[src/rtl/uart_loader.sv]
// uart_loader: interprets a UART byte stream as W/R/H/X commands, runs byte-wide
// memory bus cycles and returns acknowledge, error, timeout or read-data bytes.
module uart_loader #(
  parameter int unsigned TIMEOUT   = 255,
  parameter bit          HOLD_INIT = 1'b1,
  parameter logic [7:0]  ACK_CHR   = 8'h2E,
  parameter logic [7:0]  ERR_CHR   = 8'h3F,
  parameter logic [7:0]  TMO_CHR   = 8'h21
) (
  input  logic        wb_clk_i,
  input  logic        wb_rst_i,
  input  logic [7:0]  rx_dat_i,
  input  logic        rx_stb_i,
  output logic [7:0]  tx_dat_o,
  output logic        tx_stb_o,
  input  logic        tx_rdy_i,
  output logic [15:0] mem_adr_o,
  output logic [7:0]  mem_dat_o,
  input  logic [7:0]  mem_dat_i,
  output logic        mem_cyc_o,
  output logic        mem_stb_o,
  output logic        mem_we_o,
  input  logic        mem_ack_i,
  output logic        hold_o,
  output logic        ovr_o,
  output logic        busy_o
);

  typedef enum logic [3:0] {
    S_IDLE, S_ADRH, S_ADRL, S_LEN, S_WDAT, S_WBUS, S_RBUS, S_RSEND, S_RESP
  } state_t;

  localparam logic [15:0] TMO_LAST = 16'(TIMEOUT - 1);

  state_t      r_state;
  logic        r_wr;
  logic [8:0]  r_cnt;
  logic [15:0] r_tmo;
  logic [15:0] r_adr;
  logic [7:0]  r_wdat;
  logic [7:0]  r_txd;
  logic        r_txs;
  logic        r_cyc;
  logic        r_we;
  logic        r_hold;
  logic        r_ovr;

  logic        w_rx_drop;
  logic        w_last;

  // Bytes arriving while a bus cycle or transmit is pending cannot be buffered.
  assign w_rx_drop = rx_stb_i && (r_state == S_WBUS || r_state == S_RBUS ||
                                  r_state == S_RSEND || r_state == S_RESP);
  assign w_last    = (r_cnt == 9'd1);

  always_ff @(posedge wb_clk_i) begin
    if (wb_rst_i) begin
      r_state <= S_IDLE;
      r_wr    <= 1'b0;
      r_cnt   <= 9'd0;
      r_tmo   <= 16'd0;
      r_adr   <= 16'd0;
      r_wdat  <= 8'd0;
      r_txd   <= 8'd0;
      r_txs   <= 1'b0;
      r_cyc   <= 1'b0;
      r_we    <= 1'b0;
      r_hold  <= HOLD_INIT;
      r_ovr   <= 1'b0;
    end else begin
      r_ovr <= w_rx_drop;
      case (r_state)
        S_IDLE: begin
          if (rx_stb_i) begin
            case (rx_dat_i)
              8'h57: begin r_wr <= 1'b1; r_state <= S_ADRH; end
              8'h52: begin r_wr <= 1'b0; r_state <= S_ADRH; end
              8'h48: begin
                r_hold  <= 1'b1;
                r_txd   <= ACK_CHR;
                r_txs   <= 1'b1;
                r_state <= S_RESP;
              end
              8'h58: begin
                r_hold  <= 1'b0;
                r_txd   <= ACK_CHR;
                r_txs   <= 1'b1;
                r_state <= S_RESP;
              end
              default: begin
                r_txd   <= ERR_CHR;
                r_txs   <= 1'b1;
                r_state <= S_RESP;
              end
            endcase
          end
        end
        S_ADRH: begin
          if (rx_stb_i) begin
            r_adr[15:8] <= rx_dat_i;
            r_state     <= S_ADRL;
          end
        end
        S_ADRL: begin
          if (rx_stb_i) begin
            r_adr[7:0] <= rx_dat_i;
            r_state    <= S_LEN;
          end
        end
        S_LEN: begin
          if (rx_stb_i) begin
            r_cnt   <= (rx_dat_i == 8'd0) ? 9'd256 : {1'b0, rx_dat_i};
            r_state <= r_wr ? S_WDAT : S_RBUS;
          end
        end
        S_WDAT: begin
          if (rx_stb_i) begin
            r_wdat  <= rx_dat_i;
            r_state <= S_WBUS;
          end
        end
        S_WBUS, S_RBUS: begin
          // First cycle in the state is the mandatory bus idle cycle.
          if (!r_cyc) begin
            r_cyc <= 1'b1;
            r_we  <= (r_state == S_WBUS);
            r_tmo <= 16'd0;
          end else if (mem_ack_i) begin
            r_cyc <= 1'b0;
            r_we  <= 1'b0;
            if (r_state == S_WBUS) begin
              r_adr <= r_adr + 16'd1;
              r_cnt <= r_cnt - 9'd1;
              if (w_last) begin
                r_txd   <= ACK_CHR;
                r_txs   <= 1'b1;
                r_state <= S_RESP;
              end else begin
                r_state <= S_WDAT;
              end
            end else begin
              r_txd   <= mem_dat_i;
              r_txs   <= 1'b1;
              r_state <= S_RSEND;
            end
          end else if (r_tmo == TMO_LAST) begin
            r_cyc   <= 1'b0;
            r_we    <= 1'b0;
            r_cnt   <= 9'd0;
            r_txd   <= TMO_CHR;
            r_txs   <= 1'b1;
            r_state <= S_RESP;
          end else begin
            r_tmo <= r_tmo + 16'd1;
          end
        end
        S_RSEND: begin
          if (tx_rdy_i) begin
            r_txs   <= 1'b0;
            r_adr   <= r_adr + 16'd1;
            r_cnt   <= r_cnt - 9'd1;
            r_state <= w_last ? S_IDLE : S_RBUS;
          end
        end
        S_RESP: begin
          if (tx_rdy_i) begin
            r_txs   <= 1'b0;
            r_state <= S_IDLE;
          end
        end
        default: r_state <= S_IDLE;
      endcase
    end
  end

  assign tx_dat_o  = r_txd;
  assign tx_stb_o  = r_txs;
  assign mem_adr_o = r_adr;
  assign mem_dat_o = r_wdat;
  assign mem_cyc_o = r_cyc;
  assign mem_stb_o = r_cyc;
  assign mem_we_o  = r_we;
  assign hold_o    = r_hold;
  assign ovr_o     = r_ovr;
  assign busy_o    = (r_state != S_IDLE);

endmodule

[config.mk]
export PLATFORM = sky130hd
export DESIGN_NAME = uart_loader
export DESIGN_NICKNAME = d
export VERILOG_FILES = /design/src/rtl/uart_loader.sv
export SDC_FILE = /design/constraint.sdc
export NUM_CORES = 1
export LEC_CHECK = 0
export BUFFER_PORTS_ARGS = -buffer_cell sky130_fd_sc_hd__buf_2
export CORE_ASPECT_RATIO = 0.9
export CORE_MARGIN = 2
export CORE_UTILIZATION = 55
export CTS_CLUSTER_SIZE = 12
export DETAILED_ROUTE_END_ITERATION = 8
export GPL_TIMING_DRIVEN = 0
export PLACE_DENSITY = 0.89
export SETUP_SLACK_MARGIN = 0.15
export SYNTH_ARGS = -nofsm -noshare
export SYNTH_HDL_FRONTEND = slang
export SYNTH_SLANG_ARGS = --single-unit
[constraint.sdc]
create_clock -name wb_clk_i -period 5.3 [get_ports wb_clk_i]
set_input_delay 1.06 -clock wb_clk_i [delete_from_list [all_inputs] [get_ports wb_clk_i]]
set_output_delay 1.06 -clock wb_clk_i [all_outputs]
set_load 0.02 [all_outputs]
==> results of run 1 <==
-- worst reg2reg max path: cells and delay by family (launching register included) --
family / cells / cell delay (ns)
buffers and inverters: 1 / 0.28
AOI/OAI and AO/OA: 3 / 0.95
adders and majority gates: 1 / 0.19
DFF: 1 / 0.44
and+or+nand+nor: 2 / 0.50
-- cell type report --
class                      instances  area (um2)
sequential                        67        1340
timing repair buffer              58         290
buffer                            31         133
clock buffer                      12         145
tap                               93         116
clock inverter                     4        73.8
multi-input combinational        379        2370
inverter                          18        67.6
fill                             605        2430
-- report_power, final --
part / total, mW / switching [mW] / internal, mW
logic: 0.374 / 0.247 / 0.128
registers: 0.573 / 0.0327 / 0.541
clock network: 0.476 / 0.198 / 0.278
total: 1.42 / 0.477 / 0.946
-- cells in the mapped netlist (8+ instances only) --
cell and n:
dfxtp_1 67, nor2_1 46, o21ai_0 43, a21oi_1 37, nand2_1 33, clkbuf_1 21, inv_1 18, nor3_1 18
nand4_1 17, nand3_1 16, o211ai_1 11, and2_1 9, mux2i_1 9, and3_1 8, xnor2_1 8
-- flip-flops by register name, indices dropped and copies added (netlist names), 4 cells and up --
signal,cells
r_tmo,16
tx_dat_o,8
r_cnt,9
mem_adr_o,16
r_state,4
mem_dat_o,8
-- layout by cell type, fill, tap and decap left out, types with 11 or more instances in the layout --
| master | count |
|---|---|
| a21oi_1 | 37 |
| nand2_1 | 33 |
| o211ai_1 | 11 |
| nand3_1 | 16 |
| dfxtp_1 | 67 |
| clkbuf_1 | 23 |
| o21ai_0 | 43 |
| nor2_1 | 46 |
| nor3_1 | 18 |
| inv_1 | 18 |
| buf_2 | 65 |
| nand4_1 | 17 |
-- kinds of logic (layout without fill, tap and decap cells) --
kind of cell / after synthesis / in the layout
AOI/OAI and AO/OA: 145 / 145
buffers and inverters: 49 / 123
xor gates and xnor gates: 14 / 14
and+or+nand+nor: 204 / 204
DFF: 67 / 67
muxes: 10 / 10
adders and majority gates: 6 / 6
-- final timing paths --
path	start	end	slack, ns	depth (start not counted)
min	tx_stb_o$_SDFFE_PP0P_	tx_stb_o$_SDFFE_PP0P_	0.48	2
max reg2reg	r_tmo[1]$_SDFFE_PP0P_	r_state[3]$_SDFFE_PP0P_	2.84	7
min reg2reg	tx_stb_o$_SDFFE_PP0P_	tx_stb_o$_SDFFE_PP0P_	0.48	2
max	r_state[1]$_SDFFE_PP0P_	busy_o	2.27	4
-- routing by layer --
metal / track usage [%] / part of all wire (%) / routed length, um / vias up
met5: 0 / 0 / 0 / -
met4: 11.2 / 2.7 / 304 / 0
met3: 6.87 / 9.8 / 1100 / 32
met2: 43.1 / 45 / 4980 / 236
met1: 40.2 / 43 / 4760 / 1927
li1: - / - / - / 1992
-- stage by stage --
step / hold WS [ns] / worst slack [ns] / total power, mW / std cells
floorplan: 0.454 / 2.76 / 0.838 / 495
global placement: 0.464 / 2.38 / 0.936 / 646
detailed placement: 0.463 / 2.32 / 0.945 / 646
CTS: 0.478 / 2.35 / 1.41 / 662
global route: 0.501 / 2.17 / 1.48 / 662
finish: 0.479 / 2.27 / 1.42 / 662
==> flow_metrics.tcl, run 1 <==
set metrics [dict create \
    synthAdderAreaFrac_pct 1.86 \
    synth-edff-count 0 \
    cts_tree "done" \
    cp_common_cell "buf_2" \
    hpwl_um 8050 \
    synth_xor_area_share_pct 3.14 \
    postCtsHoldBufs 0 \
    grt_pass1_wl_um 18200 \
    crit_path_cell_trace "buf_2, nor4_1, inv_1, buf_2" \
    rsz0062_at_grt "no" \
    syn_inst 495 \
    final.period_utilization_pct 57.2 \
    globalRoute.totalOverflow 0 \
    yosysTopAreaCellShare_pct 34.3 \
    drc 0 \
    cts_setup_buffers 0 \
    postCtsResizedCells 0 \
    synthTopCellsByArea "dfxtp_1, o21ai_0, a21oi_1" \
    firstDrtPassIters 8 \
    path_max_fanout 10 \
    insertion_delay_ns 0.35 \
    cts_buffers 9 \
    via_per_inst 6.32 \
    worst-endpoint-arrival_ns 1.97 \
    dieArea_um2 7800 \
    synth_nets 521 \
    dpl_cell_area_um2 4310 \
    max_freq_mhz 330 \
    hold_viol_final 0 \
    critPathBufInv 3 \
    place_congestion 0.941 \
    synth-compound-area-share_pct 23.7 \
    ctsLongestPathBuffers 2 \
    postSynth.asyncResetShare_pct 0 \
    antenna_found_initial 0 \
    start_util_pct 56.1 \
    synthMuxAreaShare_pct 2.59 \
    port-buffer-count 58 \
    crit_path_start_kind "register" \
    syn_area_um2 3910 \
    synth-simple-area-share_pct 29.3 \
    cts_sinks 67 \
    grt_usage_pct 28.9 \
    setup_tns_ns 0 \
    finalWirelength_um 11100 \
    die_w_um 92.8 \
    critPathMaxStageDelay_ns 0.63 \
    critPathTopFamily "buffers and inverters" \
    syn_area_per_cell_um2 7.89 \
    ant_nets 0 \
    synth_top_family_by_area "simple AND/OR/NAND/NOR gates" \
    ir_drop_mv 0.188 \
    nets 590 \
    power.density_nw_per_um2 314 \
    max_slew_margin_pct 34.8 \
    cts-root-buf "clkbuf_8" \
    vias 4187 \
    fin_util_pct 65.1 \
    path_clk_slew_ns 0.07 \
    cp-end-kind "output port" \
    grt_max_degree 12 \
    std_cell_rows 29 \
    drtIter0Drc 423 \
    design_area_um2 4530 \
    core_um2 6970 \
    die_h_um 84.0 \
    pin_count 60 \
    synth-seq-cells 67 \
    min_period_ns 3.03 \
    syn_to_final_growth_pct 16.0 \
    yosysWarnings 0 \
    critPathSlowestCell "nor4_1" \
    hp-class "register to register" \
    slew_viol_final 0 \
    ys.flop_type "dfxtp_1" \
    clock_skew_ns 0.0108 \
    grt_pass1_vias 3839 \
    tightest_slew_ns 0.970 \
    wl_per_cell_um 16.8 \
    critPathKind "register to output port" \
    critical_path_required_ns 4.24 \
    synthDistinctLibCells 64 \
    n_antenna_cell 0 \
    status "finished clean" \
    finalSetupViolations 0 \
    synth_area_leader_cell "dfxtp_1" \
    p_leak_nw 1.75 \
    ys_seq_area_share_pct 34.3 \
    htree_levels 3 \
    drive_gt1_share_pct 16.3 \
    drv_cap 0 \
]
Power figures use the tool's default switching activity.
==> run 2: changes to the inputs <==
--- a/config.mk
+++ b/config.mk
@@ -8,11 +8,11 @@
 export BUFFER_PORTS_ARGS = -buffer_cell sky130_fd_sc_hd__buf_2
 export CORE_ASPECT_RATIO = 0.9
 export CORE_MARGIN = 2
-export CORE_UTILIZATION = 55
+export CORE_UTILIZATION = 52
 export CTS_CLUSTER_SIZE = 12
 export DETAILED_ROUTE_END_ITERATION = 8
 export GPL_TIMING_DRIVEN = 0
-export PLACE_DENSITY = 0.89
+export PLACE_DENSITY = 0.88
 export SETUP_SLACK_MARGIN = 0.15
 export SYNTH_ARGS = -nofsm -noshare
 export SYNTH_HDL_FRONTEND = slang
==> constraint.sdc (replaced) <==
create_clock -name wb_clk_i -period 2.5 [get_ports wb_clk_i]
set_input_delay 0.5 -clock wb_clk_i [delete_from_list [all_inputs] [get_ports wb_clk_i]]
set_output_delay 0.5 -clock wb_clk_i [all_outputs]
set_load 0.02 [all_outputs]
==> flow_metrics.tcl, run 2 (synthesis results as in run 1) <==
set metrics [dict create \
    status "finished clean" \
    worstReg2RegStart "r_state[1]$_SDFFE_PP0P_" \
    ir_drop_mv 0.472 \
    via_per_inst 6.47 \
    pin_count 60 \
    critPathCapture "busy_o" \
    clock_skew_ns 0.00922 \
    syn_to_final_growth_pct 17.5 \
    slew_viol_final 0 \
    path_clk_slew_ns 0.07 \
    firstDrtPassIters 5 \
    critical_path_required_ns 2.00 \
    power.total_mw 3.13 \
    globalRoute.totalOverflow 0 \
    min_period_ns 2.27 \
    cts_buffers 9 \
    tightest_slew_ns 0.789 \
    critPathKind "register to output port" \
    cts_tree "done" \
    core_um2 7150 \
    n_antenna_cell 0 \
    max_slew_margin_pct 46.8 \
    place_congestion 0.978 \
    grt_pass1_wl_um 18500 \
    die_h_um 86.2 \
    hold_viol_final 0 \
    cts-root-buf "clkbuf_8" \
    final_cell_mix "dfxtp_1, buf_2, nor2_1" \
    nets 590 \
    p_leak_nw 1.78 \
    power.density_nw_per_um2 682 \
    insertion_delay_ns 0.36 \
    layout_commonest_cell "dfxtp_1" \
    ctsLongestPathBuffers 2 \
    cp-end-kind "output port" \
    max_freq_mhz 441 \
    drc 0 \
    hp-class "input port to register" \
    finalNonFillerCells 662 \
    port-buffer-count 58 \
    cts_sinks 67 \
    ant_nets 0 \
    std_cell_rows 29 \
    whs_ns 0.386 \
    drv_cap 0 \
    antenna_found_initial 0 \
    vias 4282 \
    hpwl_um 8220 \
    dp_cells 646 \
    crit_path_start_kind "register" \
    rr_endpoint "mem_adr_o[1]$_SDFFE_PP0P_" \
    dieArea_um2 8220 \
    worst-endpoint-arrival_ns 1.77 \
    finalWirelength_um 11700 \
    grt_max_degree 12 \
    r2r_slack_ns 0.26 \
    wl_per_cell_um 17.7 \
    finalSetupViolations 0 \
    start_util_pct 54.7 \
    worst_slack_ns 0.235 \
    rsz0062_at_grt "no" \
    grt_pass1_vias 3863 \
    detailedPlace.worstSlack_ns 0.0733 \
    path_max_fanout 10 \
    r2r_cells 5 \
    setup_tns_ns 0 \
    drtIter0Drc 467 \
    grt_usage_pct 28.5 \
    die_w_um 95.4 \
    startpoint "r_state[1]$_SDFFE_PP0P_" \
    final.period_utilization_pct 90.6 \
    drive_gt1_share_pct 17.8 \
    htree_levels 3 \
]
==> run 2: timing repair <==
| action | 4_1_cts | 5_1_grt |
|---|---|---|
| hold buffers | 0 | 0 |
| endpoints found under the hold margin | 0 | 0 |
| endpoints found under the setup margin | 1 | 23 |
| cloned | 0 | 0 |
| buffers inserted | 0 | 0 |
| resized for setup | 1 | 9 |
==> run 2: stage by stage <==
stage | cell area, um2 | util, %
floorplan | 3910 | -
global placement | 4310 | 60.4
detailed placement | 4310 | 60.4
CTS | 4570 | 63.9
global route | 4590 | 64.2
finish | 4590 | 64.2
==> run 2: worst min path at each step <==
stage / from / endpoint / slack, ns / cells after the start
finish: mem_dat_i[6] / tx_dat_o[6]$_SDFFE_PP0P_ / 0.39 / 3
global route: mem_dat_i[6] / tx_dat_o[6]$_SDFFE_PP0P_ / 0.41 / 3
CTS: mem_dat_i[6] / tx_dat_o[6]$_SDFFE_PP0P_ / 0.39 / 3
detailed placement: tx_stb_o$_SDFFE_PP0P_ / tx_stb_o$_SDFFE_PP0P_ / 0.47 / 2
global placement: tx_stb_o$_SDFFE_PP0P_ / tx_stb_o$_SDFFE_PP0P_ / 0.46 / 2
floorplan: r_cnt[7]$_SDFFE_PP0P_ / r_cnt[7]$_SDFFE_PP0P_ / 0.45 / 2
==> run 2: routing by layer <==
metal  track usage, %  part of all wire [%]  vias to the layer above
met4             11.4                   3.1                        0
li1                 -                     -                     1990
met5                0                     0                        -
met2             43.2                    44                      252
met1             38.4                    42                     1993
met3             8.17                    11                       47
==> run 2: cell type report <==
class,instances,area [um2]
Buffer,31,136
Clock buffer,13,179
Clock inverter,3,67.6
Fill cell,589,2560
Inverter,18,67.6
Multi-Input combinational cell,379,2390
Sequential cell,67,1340
Tap cell,93,116
Timing Repair Buffer,58,290
==> run 2: power by group <==
group / internal [mW] / leakage [nW] / switching [mW] / total (mW)
combinational: 0.277 / 1.11 / 0.538 / 0.815
clock: 0.671 / 0.122 / 0.430 / 1.10
sequential: 1.15 / 0.543 / 0.0690 / 1.22
==> run 2: worst max-delay path, cell delays in order, from the launching register on <==
cell and delay, ns:
dfxtp_1 0.36, buf_2 0.20, nor4_2 0.47, inv_1 0.18, buf_2 0.20
